## config.mk

```make
export PLATFORM = sky130hd
export DESIGN_NAME = dmem_responder_flat
export DESIGN_NICKNAME = d
export VERILOG_FILES = /design/src/rtl/dmem_responder_if.sv /design/src/rtl/dmem_responder.sv /design/src/flat_wrapper.sv
export SDC_FILE = /design/constraint.sdc
export NUM_CORES = 1
export LEC_CHECK = 0
export ABC_AREA = 1
export CORE_MARGIN = 2
export CORE_UTILIZATION = 38
export CTS_CLUSTER_DIAMETER = 120
export CTS_CLUSTER_SIZE = 8
export DETAILED_ROUTE_END_ITERATION = 8
export PLACE_DENSITY = 0.76
export SYNTH_ARGS = -nofsm -noshare
export SYNTH_HDL_FRONTEND = slang
export SYNTH_SLANG_ARGS = --single-unit
export TNS_END_PERCENT = 5
```

## constraint.sdc

```tcl
create_clock -name clk -period 1.66 [get_ports clk]
set_clock_uncertainty 0.2 [all_clocks]
set_input_delay 0.332 -clock clk [delete_from_list [all_inputs] [get_ports clk]]
set_output_delay 0.332 -clock clk [all_outputs]
set_load 0.01 [all_outputs]
```

## src/rtl/dmem_responder_if.sv

```systemverilog
// Bundle of the core-side load/store request signals and the data-memory cen/wen/stall port.
// master = core + memory environment, slave = the responder.
interface dmem_responder_if #(
  parameter int unsigned ADDR_W = 32,
  parameter int unsigned DATA_W = 32
);
  logic              core_mem_read;
  logic              core_mem_write;
  logic [ADDR_W-1:0] core_addr;
  logic [DATA_W-1:0] core_wdata;
  logic [DATA_W-1:0] core_rdata;
  logic              core_stall;
  logic              core_err;
  logic              mem_cen;
  logic              mem_wen;
  logic [ADDR_W-1:0] mem_addr;
  logic [DATA_W-1:0] mem_wdata;
  logic [DATA_W-1:0] mem_rdata;
  logic              mem_stall;

  modport master (
    output core_mem_read, core_mem_write, core_addr, core_wdata, mem_rdata, mem_stall,
    input  core_rdata, core_stall, core_err, mem_cen, mem_wen, mem_addr, mem_wdata
  );

  modport slave (
    input  core_mem_read, core_mem_write, core_addr, core_wdata, mem_rdata, mem_stall,
    output core_rdata, core_stall, core_err, mem_cen, mem_wen, mem_addr, mem_wdata
  );
endinterface

```

## src/rtl/dmem_responder.sv

```systemverilog
// Runs core load/store requests against the data memory, stalling the core until each access
// completes, with a WAIT timeout and an illegal-request (both ops / misaligned) check.
module dmem_responder #(
  parameter int unsigned ADDR_W  = 32,
  parameter int unsigned DATA_W  = 32,
  parameter int unsigned TIMEOUT = 255
) (
  input logic            clk,
  input logic            rst_n,
  dmem_responder_if.slave bus
);

  localparam int unsigned CntW = $clog2(TIMEOUT + 1);
  localparam logic [CntW-1:0] CntLast = CntW'(TIMEOUT - 1);

  typedef enum logic [1:0] {StIdle, StReq, StWait, StDone} state_e;

  state_e            state_q, state_d;
  logic [CntW-1:0]   cnt_q, cnt_d;
  logic              is_write_q, is_write_d;
  logic              err_q, err_d;
  logic [DATA_W-1:0] rdata_q, rdata_d;
  logic [ADDR_W-1:0] addr_q, addr_d;
  logic [DATA_W-1:0] wdata_q, wdata_d;

  logic req_any, req_legal;

  assign req_any   = bus.core_mem_read | bus.core_mem_write;
  assign req_legal = (bus.core_mem_read ^ bus.core_mem_write) && (bus.core_addr[1:0] == 2'b00);

  always_comb begin
    state_d    = state_q;
    cnt_d      = cnt_q;
    is_write_d = is_write_q;
    err_d      = 1'b0;
    rdata_d    = rdata_q;
    addr_d     = addr_q;
    wdata_d    = wdata_q;
    unique case (state_q)
      StIdle: begin
        if (req_legal) begin
          addr_d     = bus.core_addr;
          wdata_d    = bus.core_wdata;
          is_write_d = bus.core_mem_write;
          state_d    = StReq;
        end else if (req_any) begin
          err_d = 1'b1;
        end
      end
      StReq: begin
        cnt_d   = '0;
        state_d = StWait;
      end
      StWait: begin
        if (!bus.mem_stall) begin
          if (!is_write_q) rdata_d = bus.mem_rdata;
          state_d = StDone;
        end else if (cnt_q == CntLast) begin
          // Aborted loads return zero so the core never consumes stale data.
          err_d = 1'b1;
          if (!is_write_q) rdata_d = '0;
          state_d = StDone;
        end else if (cnt_q != {CntW{1'b1}}) begin
          cnt_d = cnt_q + 1'b1;
        end
      end
      StDone: state_d = StIdle;
      default: state_d = StIdle;
    endcase
  end

  always_ff @(posedge clk or negedge rst_n) begin
    if (!rst_n) begin
      state_q    <= StIdle;
      cnt_q      <= '0;
      is_write_q <= 1'b0;
      err_q      <= 1'b0;
      rdata_q    <= '0;
      addr_q     <= '0;
      wdata_q    <= '0;
    end else begin
      state_q    <= state_d;
      cnt_q      <= cnt_d;
      is_write_q <= is_write_d;
      err_q      <= err_d;
      rdata_q    <= rdata_d;
      addr_q     <= addr_d;
      wdata_q    <= wdata_d;
    end
  end

  // Stall is gated by rst_n so it drops immediately on asynchronous reset.
  assign bus.core_stall = rst_n & (((state_q == StIdle) & req_legal) |
                                   (state_q == StReq) | (state_q == StWait));
  assign bus.core_err   = err_q;
  assign bus.core_rdata = rdata_q;
  assign bus.mem_cen    = (state_q == StReq);
  assign bus.mem_wen    = (state_q == StReq) & is_write_q;
  assign bus.mem_addr   = addr_q;
  assign bus.mem_wdata  = wdata_q;

endmodule

```

## src/flat_wrapper.sv

```systemverilog
// flat-port wrapper written by rule: the top's interface ports become plain ports
module dmem_responder_flat 
#(
  parameter int unsigned ADDR_W  = 32,
  parameter int unsigned DATA_W  = 32,
  parameter int unsigned TIMEOUT = 255
)
  (clk, rst_n, bus_core_mem_read, bus_core_mem_write, bus_core_addr, bus_core_wdata, bus_mem_rdata, bus_mem_stall, bus_core_rdata, bus_core_stall, bus_core_err, bus_mem_cen, bus_mem_wen, bus_mem_addr, bus_mem_wdata);
  dmem_responder_if #(.ADDR_W(ADDR_W), .DATA_W(DATA_W)) bus_i ();
  input logic clk;
  input logic rst_n;
  input wire logic [$bits(bus_i.core_mem_read)-1:0] bus_core_mem_read;
  input wire logic [$bits(bus_i.core_mem_write)-1:0] bus_core_mem_write;
  input wire logic [$bits(bus_i.core_addr)-1:0] bus_core_addr;
  input wire logic [$bits(bus_i.core_wdata)-1:0] bus_core_wdata;
  input wire logic [$bits(bus_i.mem_rdata)-1:0] bus_mem_rdata;
  input wire logic [$bits(bus_i.mem_stall)-1:0] bus_mem_stall;
  output wire logic [$bits(bus_i.core_rdata)-1:0] bus_core_rdata;
  output wire logic [$bits(bus_i.core_stall)-1:0] bus_core_stall;
  output wire logic [$bits(bus_i.core_err)-1:0] bus_core_err;
  output wire logic [$bits(bus_i.mem_cen)-1:0] bus_mem_cen;
  output wire logic [$bits(bus_i.mem_wen)-1:0] bus_mem_wen;
  output wire logic [$bits(bus_i.mem_addr)-1:0] bus_mem_addr;
  output wire logic [$bits(bus_i.mem_wdata)-1:0] bus_mem_wdata;
  assign bus_i.core_mem_read = bus_core_mem_read;
  assign bus_i.core_mem_write = bus_core_mem_write;
  assign bus_i.core_addr = bus_core_addr;
  assign bus_i.core_wdata = bus_core_wdata;
  assign bus_i.mem_rdata = bus_mem_rdata;
  assign bus_i.mem_stall = bus_mem_stall;
  assign bus_core_rdata = bus_i.core_rdata;
  assign bus_core_stall = bus_i.core_stall;
  assign bus_core_err = bus_i.core_err;
  assign bus_mem_cen = bus_i.mem_cen;
  assign bus_mem_wen = bus_i.mem_wen;
  assign bus_mem_addr = bus_i.mem_addr;
  assign bus_mem_wdata = bus_i.mem_wdata;
  dmem_responder #(.ADDR_W(ADDR_W), .DATA_W(DATA_W), .TIMEOUT(TIMEOUT)) u_core (.clk(clk), .rst_n(rst_n), .bus(bus_i));
endmodule
```

==> run summary <==
Die Span X = 115 um
Setup Crit Path Kind = register to output pin
Worst R2R Path Depth = 7
Worst R2R End = u_core.bus.mem_wdata[16]$_DFFE_PN0P_
CTS sink cnt = 108
Synth Register Bits = 108
Chip Height = 115 um
Post-Syn Nets = 500
Clock power share = 0.184
I/O pins = 201
Tightest Pin Transition = 0.5743 ns
Congestion Overflow GR = 0
Startpoint Class = register
Layout cell share with drive strength beyond 1 = 0.2687
Crit path max-delay family = buffers and inverters
Sequential-to-total area share from yosys stat = 0.5772
Root buf cell = clkbuf_16
Share of flip-flops with an asynchronous set or reset = 1.000
Seq pwr share = 0.369
Post-synth EDFFs = 0
Core box area = 12010 sq um
CP startpoint = u_core.state_q[0]$_DFFE_PN0P_
Number of remaining DRC errors = 0
Setup repair after global routing missed its margin = true
Post-placement cell count = 746
Synthesized cell area = 4682 sq um
CTS tree = built
Routed Wire Length = 12110 um
Worst setup path endpoint = bus_mem_wen
Worst path required time = 1.13 ns
HPWL Detailed = 8563 um
Synthesized area per cell = 11.94 sq um
Clock transition at path regs = 0.07 ns
Fin cells = 776
Post-route cell area = 7416 sq um
Power per cell area = 1582 nW/um^2
Outcome = finished, violations left
DIE AREA = 13230 sq um
First-pass GRT wire length = 19310 um
Critical path's largest stage delay = 0.40 ns
Worst slew margin = 0.6171
Most frequent cells in the layout = dfrtp_1 (108), nand2_1 (101), dlygate4sd2_1 (99), clkdlybuf4s50_1 (97), mux2_2 (37)
Main synth FF type = dfrtp_1
Reg2reg setup slack = -0.25 ns
# rows = 40
Antenna cell count = 0
Max-cap violations = 0
Pin count of the biggest net entering global routing = 102
Min setup slack post-route = -0.2704 ns
Commonest non-fill, non-tap cell in the layout = dfrtp_1
Unique cell type count in the Yosys netlist = 25
WP depth = 6
Maximum net fanout on the critical path = 2
GRT Overall Usage = 0.1873
Static leakage = 3.649 nW
Worst-path cell chain = buf_4 > ha_4 > buf_4 > nand2_1 > inv_1 > buf_2
Area grow syn2layout = 58.39%
IO Port Bufs = 200
Skew-Pair Late Insertion Delay = 0.34 ns
Fin crit share = 1.163
ANT nets after route = 0
TritonCTS Buffers = 9
Highest Clock Rate = 518.0 MHz
Hold crit path type = input pin to async pin
CP bufs+invs = 4
DR vias/cell = 4.780
Synth Warn # = 0
Combinational share of power = 0.447
Cell count after synthesis = 392
Initial antenna violation count = 0
Starting Density = 0.3898
Failing checks = setup timing
DRT Pass-1 Iters = 4
Final Hold Viols = 0
FF-to-FF Start = u_core.state_q[1]$_DFFE_PN0P_
Critical path's slowest cell = dfrtp_1
H-tree depth = 3
Most common cell on crit path = buf_4
Pre-CTS setup slack = -0.8013 ns
Vias post-DR = 3709
Int Pwr = 7.794 mW
Worst EP arrival = 1.40 ns
Clock Tree Buf Depth = 2
Crit path capture type = output pin
Sum Neg Setup Slack = -15.50 ns
Fin Hold WS = 0.2514 ns
DR iter-0 viols = 213
Min Tclk post-route = 1.930 ns
Setup violations, final = 106
Max Slew Vio Count = 0
Psw = 3.937 mW
GPL Wtd Cong = 0.8470
Number of global-route vias before repair = 3906
Average wire per standard cell = 15.61 um
Switching Share = 0.3356
Nets = 732
Placed cell areas = 6982 sq um
Maximum vdd drop = 0.6798 mV
## cells in the mapped netlist, drive strengths merged (3+ instances only)
cell	count	area, sq um
inv	15	56.30
mux2	62	773.2
nand3	9	55.05
o21ai	41	310.3
nand2	107	419.2
ha	7	87.58
dfrtp	108	2703
clkbuf	3	11.26
buf	15	143.9
nor2	19	78.83
## flip-flops by register name (all words and copies together) (netlist names)
register               count
u_core.bus.core_err        1
u_core.bus.core_rdata     32
u_core.bus.mem_addr       32
u_core.bus.mem_wdata      32
u_core.cnt_q               8
u_core.is_write_q          1
u_core.state_q             2
## cell type report
| cell class | count | area, sq um |
|---|---|---|
| fillers | 981 | 4596 |
| flip-flops and latches | 108 | 2703 |
| repair buffers | 239 | 2298 |
| multi-input cells | 251 | 1872 |
| clock buffers | 9 | 225.2 |
| well taps | 147 | 183.9 |
| clock inverters | 7 | 75.07 |
| inverters | 15 | 58.81 |
## worst min path at each step
stage                                      endpoint  slack, ns          startpoint  cells past startpoint
6_report       u_core.bus.mem_wdata[13]$_DFFE_PN0P_       0.25               rst_n                      3
3_5_place_dp    u_core.bus.mem_wdata[8]$_DFFE_PN0P_       0.06               rst_n                      2
4_1_cts         u_core.bus.mem_wdata[8]$_DFFE_PN0P_       0.23               rst_n                      3
3_3_place_gp    u_core.bus.mem_wdata[8]$_DFFE_PN0P_       0.06               rst_n                      2
5_1_grt               u_core.is_write_q$_DFFE_PN0P_       0.25  bus_core_mem_write                      3
2_1_floorplan         u_core.bus.core_err$_DFF_PN0_      -0.16               rst_n                      0
## worst min-delay path, delay by kind of cell
kind / cells / cell delay, ns
buffers and inverters: 3 / 0.81
## power groups by stage
stage | sequential [mW] | combinational (mW) | clock (mW)
after floorplan | 4.88 | 2.03 | 0
after global placement | 4.35 | 5.48 | 0
after detailed placement | 4.42 | 5.63 | 0
after CTS | 4.33 | 5.16 | 2.23
after global routing | 4.47 | 5.68 | 2.33
final | 4.33 | 5.25 | 2.16
## timing repair
action / CTS / global route
setup buffers: 5 / 5
resized for setup: 129 / 8
endpoints found under the hold margin: 7 / 0
hold buffers: 1 / 0
pin swaps: 5 / 7
setup endpoints to repair: 203 / 108
cloned: 3 / 0
## cells by family (layout without fill, tap and decap cells)
family / after synthesis / in the layout / share of synthesized area
buffers and inverters: 33 / 270 / 0.04516
multiplexers: 62 / 62 / 0.1652
adder cells (fa/ha/maj): 7 / 7 / 0.01871
flip-flops: 108 / 108 / 0.5772
AO/OA/AOI/OAI: 46 / 46 / 0.07430
AND/OR/NAND/NOR: 136 / 136 / 0.1195
## layer usage
metal	track usage	routed length (um)
met1	0.2115	4785
met2	0.3247	6073
met3	0.05640	908
met4	0.08916	346
met5	0	0
## stage by stage
stage          utilization  power [mW]
2_1_floorplan            -       6.913
3_3_place_gp        0.5813       9.831
3_5_place_dp        0.5813       10.05
4_1_cts             0.6119       11.73
5_1_grt             0.6174       12.48
6_report            0.6174       11.73
Note: power is estimated with default switching activity, not from simulation.
